File: src/rtl/audio_dac_serializer.sv
// I2S DAC transmitter: buffers stereo pairs in a small FIFO and shifts them out
// MSB-first on falling edges of the asynchronous codec bit clock.
`timescale 1ns/1ps
module audio_dac_serializer #(
  parameter int DATA_WIDTH = 24,
  parameter int FIFO_DEPTH = 4
) (
  input  logic                  clk,
  input  logic                  reset,
  input  logic                  write,
  input  logic [DATA_WIDTH-1:0] writedata_left,
  input  logic [DATA_WIDTH-1:0] writedata_right,
  output logic                  write_ready,
  input  logic                  bclk,
  input  logic                  lrck,
  output logic                  dacdat,
  output logic                  underflow
);

  localparam int PTR_W = $clog2(FIFO_DEPTH);
  localparam int CNT_W = PTR_W + 1;
  localparam int BIT_W = $clog2(DATA_WIDTH + 1);

  logic                  bclk_meta_q, bclk_meta_d, bclk_sync_q, bclk_sync_d;
  logic                  bclk_prev_q, bclk_prev_d;
  logic                  lrck_meta_q, lrck_meta_d, lrck_sync_q, lrck_sync_d;
  logic                  lrck_prev_q, lrck_prev_d;
  logic [PTR_W-1:0]      wr_ptr_q, wr_ptr_d, rd_ptr_q, rd_ptr_d;
  logic [CNT_W-1:0]      count_q, count_d;
  logic [DATA_WIDTH-1:0] shreg_q, shreg_d, right_hold_q, right_hold_d;
  logic [BIT_W-1:0]      bitcnt_q, bitcnt_d;
  logic                  dacdat_q, dacdat_d, underflow_q, underflow_d;

  logic [DATA_WIDTH-1:0] mem_left_q  [FIFO_DEPTH];
  logic [DATA_WIDTH-1:0] mem_right_q [FIFO_DEPTH];

  logic fe, lr_trans, to_left, to_right, fifo_empty, push, pop;

  assign write_ready = (count_q != CNT_W'(FIFO_DEPTH));
  assign dacdat      = dacdat_q;
  assign underflow   = underflow_q;

  // NOTE: every always_comb output gets a default first so no path infers a latch.
  always_comb begin
    bclk_meta_d  = bclk;
    bclk_sync_d  = bclk_meta_q;
    bclk_prev_d  = bclk_sync_q;
    lrck_meta_d  = lrck;
    lrck_sync_d  = lrck_meta_q;
    lrck_prev_d  = lrck_prev_q;
    shreg_d      = shreg_q;
    right_hold_d = right_hold_q;
    bitcnt_d     = bitcnt_q;
    dacdat_d     = dacdat_q;

    fe         = bclk_prev_q & ~bclk_sync_q;
    lr_trans   = fe & (lrck_sync_q != lrck_prev_q);
    to_left    = lr_trans & ~lrck_sync_q;
    to_right   = lr_trans & lrck_sync_q;
    fifo_empty = (count_q == '0);
    push       = write & write_ready;
    pop        = to_left & ~fifo_empty;

    wr_ptr_d    = wr_ptr_q + PTR_W'(push);
    rd_ptr_d    = rd_ptr_q + PTR_W'(pop);
    count_d     = count_q + CNT_W'(push) - CNT_W'(pop);
    underflow_d = to_left & fifo_empty;

    if (fe) lrck_prev_d = lrck_sync_q;

    // A transition always wins over remaining bits, so short frames are truncated.
    if (to_left) begin
      shreg_d      = pop ? mem_left_q[rd_ptr_q]  : '0;
      right_hold_d = pop ? mem_right_q[rd_ptr_q] : '0;
      bitcnt_d     = BIT_W'(DATA_WIDTH);
      dacdat_d     = 1'b0;
    end else if (to_right) begin
      shreg_d  = right_hold_q;
      bitcnt_d = BIT_W'(DATA_WIDTH);
      dacdat_d = 1'b0;
    end else if (fe) begin
      if (bitcnt_q != '0) begin
        dacdat_d = shreg_q[DATA_WIDTH-1];
        shreg_d  = {shreg_q[DATA_WIDTH-2:0], 1'b0};
        bitcnt_d = bitcnt_q - BIT_W'(1);
      end else begin
        dacdat_d = 1'b0;
      end
    end
  end

  // NOTE: state flops use non-blocking assignments so all update together at the edge.
  always_ff @(posedge clk or negedge reset) begin
    if (!reset) begin
      bclk_meta_q  <= 1'b0;
      bclk_sync_q  <= 1'b0;
      bclk_prev_q  <= 1'b0;
      lrck_meta_q  <= 1'b0;
      lrck_sync_q  <= 1'b0;
      lrck_prev_q  <= 1'b0;
      wr_ptr_q     <= '0;
      rd_ptr_q     <= '0;
      count_q      <= '0;
      shreg_q      <= '0;
      right_hold_q <= '0;
      bitcnt_q     <= '0;
      dacdat_q     <= 1'b0;
      underflow_q  <= 1'b0;
    end else begin
      bclk_meta_q  <= bclk_meta_d;
      bclk_sync_q  <= bclk_sync_d;
      bclk_prev_q  <= bclk_prev_d;
      lrck_meta_q  <= lrck_meta_d;
      lrck_sync_q  <= lrck_sync_d;
      lrck_prev_q  <= lrck_prev_d;
      wr_ptr_q     <= wr_ptr_d;
      rd_ptr_q     <= rd_ptr_d;
      count_q      <= count_d;
      shreg_q      <= shreg_d;
      right_hold_q <= right_hold_d;
      bitcnt_q     <= bitcnt_d;
      dacdat_q     <= dacdat_d;
      underflow_q  <= underflow_d;
    end
  end

  // NOTE: storage has no reset; count_q alone decides which entries are valid.
  always_ff @(posedge clk) begin
    if (push) begin
      mem_left_q[wr_ptr_q]  <= writedata_left;
      mem_right_q[wr_ptr_q] <= writedata_right;
    end
  end

endmodule

File: config.mk
export PLATFORM = sky130hd
export DESIGN_NAME = audio_dac_serializer
export DESIGN_NICKNAME = d
export VERILOG_FILES = /design/src/rtl/audio_dac_serializer.sv
export SDC_FILE = /design/constraint.sdc
export NUM_CORES = 1
export LEC_CHECK = 0
export BUFFER_PORTS_ARGS = -buffer_cell sky130_fd_sc_hd__buf_2
export CORE_UTILIZATION = 40
export CTS_CLUSTER_DIAMETER = 40
export CTS_CLUSTER_SIZE = 30
export DETAILED_ROUTE_END_ITERATION = 16
export SLEW_MARGIN = 20
export SYNTH_ARGS = -nofsm -noshare
export SYNTH_HDL_FRONTEND = slang
export SYNTH_SLANG_ARGS = --single-unit
File: constraint.sdc
create_clock -name clk -period 5 [get_ports clk]
set_input_delay 1 -clock clk [delete_from_list [all_inputs] [get_ports clk]]
set_output_delay 1 -clock clk [all_outputs]
set_load 0.01 [all_outputs]
After elaboration in Yosys (flattened, before gate mapping):

Memory sizes are Yosys's and may differ from the RTL's.
Index checks and enable logic that the tools add are counted.

* memories kept: 2
* register bits after elaboration: 68
* RAM bits: 192
* input port bits: 53
* output and inout port bits: 3
* logic and storage cells: 54

* multiplexer cells: 16
* eq/ne operators: 2
* reductions and logical operators: 5
* bitwise gates (word level): 10
* add/subtract/negate cells: 5

Memories
* mem_left_q: depth 4, bits a word 24, rd ports 1, clocked after Yosys merged registers in 0, wr ports 1, line 34 `logic [DATA_WIDTH-1:0] mem_left_q [FIFO_DEPTH];`
* mem_right_q: depth 4, bits a word 24, rd ports 1, clocked after Yosys merged registers in 0, wr ports 1, line 35 `logic [DATA_WIDTH-1:0] mem_right_q [FIFO_DEPTH];`

Operators with widths (count)
* 2-to-1 mux 24 bit: 6
* 2-to-1 mux 5 bit: 4
* AND 1 bit: 7
* 2-to-1 mux 1 bit: 6
* nonzero test 3 bit: 2
* nonzero test 5 bit: 1
* subtractor 5 x 1 -> 5 bit, second input constant: 1
* adder 2 x 1 -> 2 bit: 2
* adder 3 x 1 -> 3 bit: 1
* logical NOT 3 bit: 1
* inequality test 3 bit, second input constant: 1
* NOT 1 bit: 3
* subtractor 3 x 1 -> 3 bit: 1
* AND reduction 2 bit: 1
* inequality test 1 bit: 1

Depth between registers and ports, before layout:

* depth in word-level cells: 7
* depth in mapped cells: 9
* mapped depth without buffers: 9

Least setup slack after synthesis:

Ideal clock, no wire load.

* kind: input to register
* from: in write
* to: mem mem_left_q[1][0], enable pin
* arrival: 4670 ps
* setup time: 523 ps
* setup slack: -193 ps
* buffers on the path: 0
* stages: 2
* cells stage by stage: nand2_1 nor3b_1

* word-level cells in the longest chain between the ends: 3

Ends and longest elaborated chain
* from (decl): line 10 `input logic write,`
* AND 1 bit: line 61 `push = write & write_ready;`
* 2-to-1 mux 1 bit: line 129 `if (push) begin`
* 2-to-1 mux 1 bit (not written as such): line 130 `mem_left_q[wr_ptr_q] <= writedata_left;`
* to (decl): line 34

Every way passes these cells.

Worst setup path after layout:

* from: in write
* to: mem mem_left_q[3][2], enable pin

Same word-level chain as after synthesis.

==> flow_summary_export.csv <==
group,metric,value,unit
run_status,status,"finished clean",
clock_tree,cts.sinks,260,
setup_path,critPathSlowestCell,"and3_2",
timing,fin_crit_sh,48.4,%
grt,grt_pass1_vias,5182,
route,vias,4805,
synthesis,synth.top_cells.by_area,"edfxtp_1 58%, dfrtp_1 17%, mux4_2 11%, a22o_1 2.1%, a21oi_1 1.2%",
timing,rsz0062_at_grt,"no",
pwr,p_sw,1.82,mW
grt,track_usage,15.0,%
final_layout,final_layout_size_suffix_gt1_share,31.0,%
synthesis,ys_types,35,
route,drt_pre_antenna_iters,5,
pwr,swShare,26.6,%
synthesis,synthMuxAreaShare,12.4,%
timing,max_freq,413,MHz
die,fp.coreArea,24200,µm²
clock_tree,ctsHoldBuffers,0,
route,routed_wl,18200,µm
final_layout,fin_nets,629,
pwr,peakVddDrop,0.226,mV
clock_tree,clockRootBuffer,"clkbuf_16",
clock_tree,post-cts-setup-buffers,0,
synthesis,synth.most_common_cell,"edfxtp_1",
timing,timing.final.hold_violations,0,
timing,worst_slew_pin_slew,0.864,ns
setup_path,slowest_delay,0.77,ns
pwr,comb_power_share,19.5,%
pwr,p_leak,4.12,nW
setup_path,cp.arrival,2.58,ns
flow_run,maxCapViolCount,0,
synthesis,async_flop_share,26.2,%
place,place.gp.congestion,0.699,
clock_tree,numCtsBuffers,34,
synthesis,syn_area_per_cell,19.9,µm²
setup_path,cp_max_fo,30,
setup_path,end_kind,"register",
worst_hold_path,holdCritPathClass,"register to register",
route,wire_per_inst,19.7,µm
timing,finClkSkew,0.0267,ns
synthesis,syn_nets,556,
pwr,p_per_area,586,nW/µm²
grt,antenna_found_initial,2,
timing,maxSlewViolCount,0,
synthesis,synth-seq-cells,260,
pwr,clockPowerShare,34.0,%
clock_tree,h-tree-depth,2,
pwr,power_frac_seq,46.5,%
setup_path,worstPathRequired,5.16,ns
clock_tree,cts_buffer_depth,3,
clock_tree,cts_tree,"yes",
final_layout,syn2layout_area_growth,18.0,%
synthesis,synth_ff_type,"edfxtp_1",
setup_path,worstPathCellList,"buf_2 > nand2_1 > inv_1 > and3_2 > buf_4",
route,drc_errors,0,
synthesis,synth_top_family_by_area,"multiplexers",
timing,setup_viol,0,
grt,grt_max_degree,50,
synthesis,synthCells,497,
synthesis,synth_simple_gate_area_share,2.56,%
die,start_util,40.7,%
synthesis,synth_fa_ha_area_share,0.837,%
synthesis,yosys_warnings,0,
timing,whs,0.356,ns
grt,grt_pass1_wl,29200,µm
route,viasPerCell,5.22,
die,row_count,57,
synthesis,synth_top_cell_by_area,"edfxtp_1",
final_layout,diodes,0,
setup_path,rrSetupSlack,2.61,ns
synthesis,yosysSeqAreaShare,75.6,%
final_layout,post-route-util,48.0,%
grt,grt-ovfl-total,0,
die,io_pins,56,
die,fp.dieW,159,µm
place,post-dp-hpwl,10200,µm
synthesis,synthXorXnorAreaFrac,0.710,%
clock_tree,path_clk_slew,0.05,ns
place,io_buffer_count,55,
die,die_area,25300,µm²
clock_tree,clk-insertion-delay-late,0.50,ns
clock_tree,cts_resized,0,
synthesis,synth_compound_area_share,5.73,%
synthesis,synth_top_cell_area_share,58.4,%
timing,min_period,2.42,ns
pwr,p_int,5.01,mW
timing,slew_headroom,42.4,%
synthesis,synth-edff-count,192,
setup_path,worstSetupStartpointType,"input port",
die,dieHeight,159,µm
synthesis,synthTopCellsByCount,"192 x edfxtp_1, 68 x dfrtp_1, 48 x mux4_2",
route,ant_nets,0,
route,drtIter0Drc,417,
synthesis,synth_area,9870,µm²
setup_path,critPathKind,"input port to register",
==> registers in the layout, indices dropped and copies added, names as in the netlist <==
name / flops
lrck_sync_q: 1
mem_left_q: 96
lrck_prev_q: 1
rd_ptr_q: 2
bclk_prev_q: 1
underflow: 1
bclk_prev_d: 1
mem_right_q: 96
right_hold_q: 24
shreg_q: 24
bclk_meta_q: 1
lrck_meta_q: 1
bitcnt_q: 5
wr_ptr_q: 2
count_q: 3
dacdat: 1
==> logic make-up after synthesis <==
family          count (synthesis)
mux                            61
simple gates                   50
xor+xnor                        8
flops                         260
fa+ha+maj                       6
buf+inv                        36
compound gates                 76
==> layout make-up <==
cell class | instances | area, µm²
fill | 2016 | 12600
sequential | 260 | 7470
multi-input combinational | 201 | 2240
clock buffer | 46 | 980
tap | 324 | 405
timing repair buffer | 66 | 390
clock inverter | 16 | 134
inverter | 7 | 26.3
==> path summary, 6_finish.rpt <==
check,endpoint,from,cells after the start
max,mem_left_q[3][2],write,5
min,bclk_prev_d,bclk_meta_q,0
max reg2reg,mem_left_q[3][2],count_q[1],6
min reg2reg,bclk_prev_d,bclk_meta_q,0
max in group asynchronous,shreg_q[12],reset,2
min in group asynchronous,right_hold_q[5],reset,1
==> metal layers <==
| layer | up-vias | track usage (%) | part of all wire, % |
|---|---|---|---|
| li1 | 2163 | - | - |
| met4 | 2 | 5.90 | 2.2 |
| met1 | 2505 | 20.3 | 45 |
| met2 | 106 | 23.9 | 48 |
| met5 | - | 0 | 0.061 |
| met3 | 29 | 2.87 | 4.3 |
==> power by group through the flow <==
stage / combinational [mW] / sequential, mW / clock (mW)
floorplan: 1.08 / 3.08 / 0
global placement: 1.27 / 3.24 / 0
detailed placement: 1.29 / 3.28 / 0
CTS: 1.30 / 3.24 / 2.37
global route: 1.46 / 3.24 / 2.45
finish: 1.33 / 3.17 / 2.32
==> metrics by stage <==
stage               TNS [ns]  setup WS [ns]  instances  power, mW  cell area [µm²]
floorplan             -17.69         -0.193        497       4.16             9870
global placement           0           2.07        856       4.51            10500
detailed placement         0           2.03        857       4.57            10500
CTS                        0           2.54        919       6.91            11600
global route               0           2.42        920       7.15            11600
finish                     0           2.58        920       6.82            11600
==> worst max-delay path: cells and delay by family <==
family,cells,cell delay [ns]
AND/OR/NAND/NOR,2,0.92
buffers and inverters,3,0.64
==> layout by cell type (no fill, tap or decap), types with 5 or more instances in the layout <==
master and n:
mux4_2 48, buf_4 9, nor2_1 30, ha_1 5, inv_1 7, mux2_2 6
xnor2_1 5, a21oi_1 23, a22o_1 24, clkbuf_16 37, nand2_1 5, a22oi_1 13
edfxtp_1 192, clkbuf_1 7, mux2_1 7, dfrtp_1 66, a222oi_1 11, buf_2 55
No activity file was read; power rests on OpenSTA's default activity.
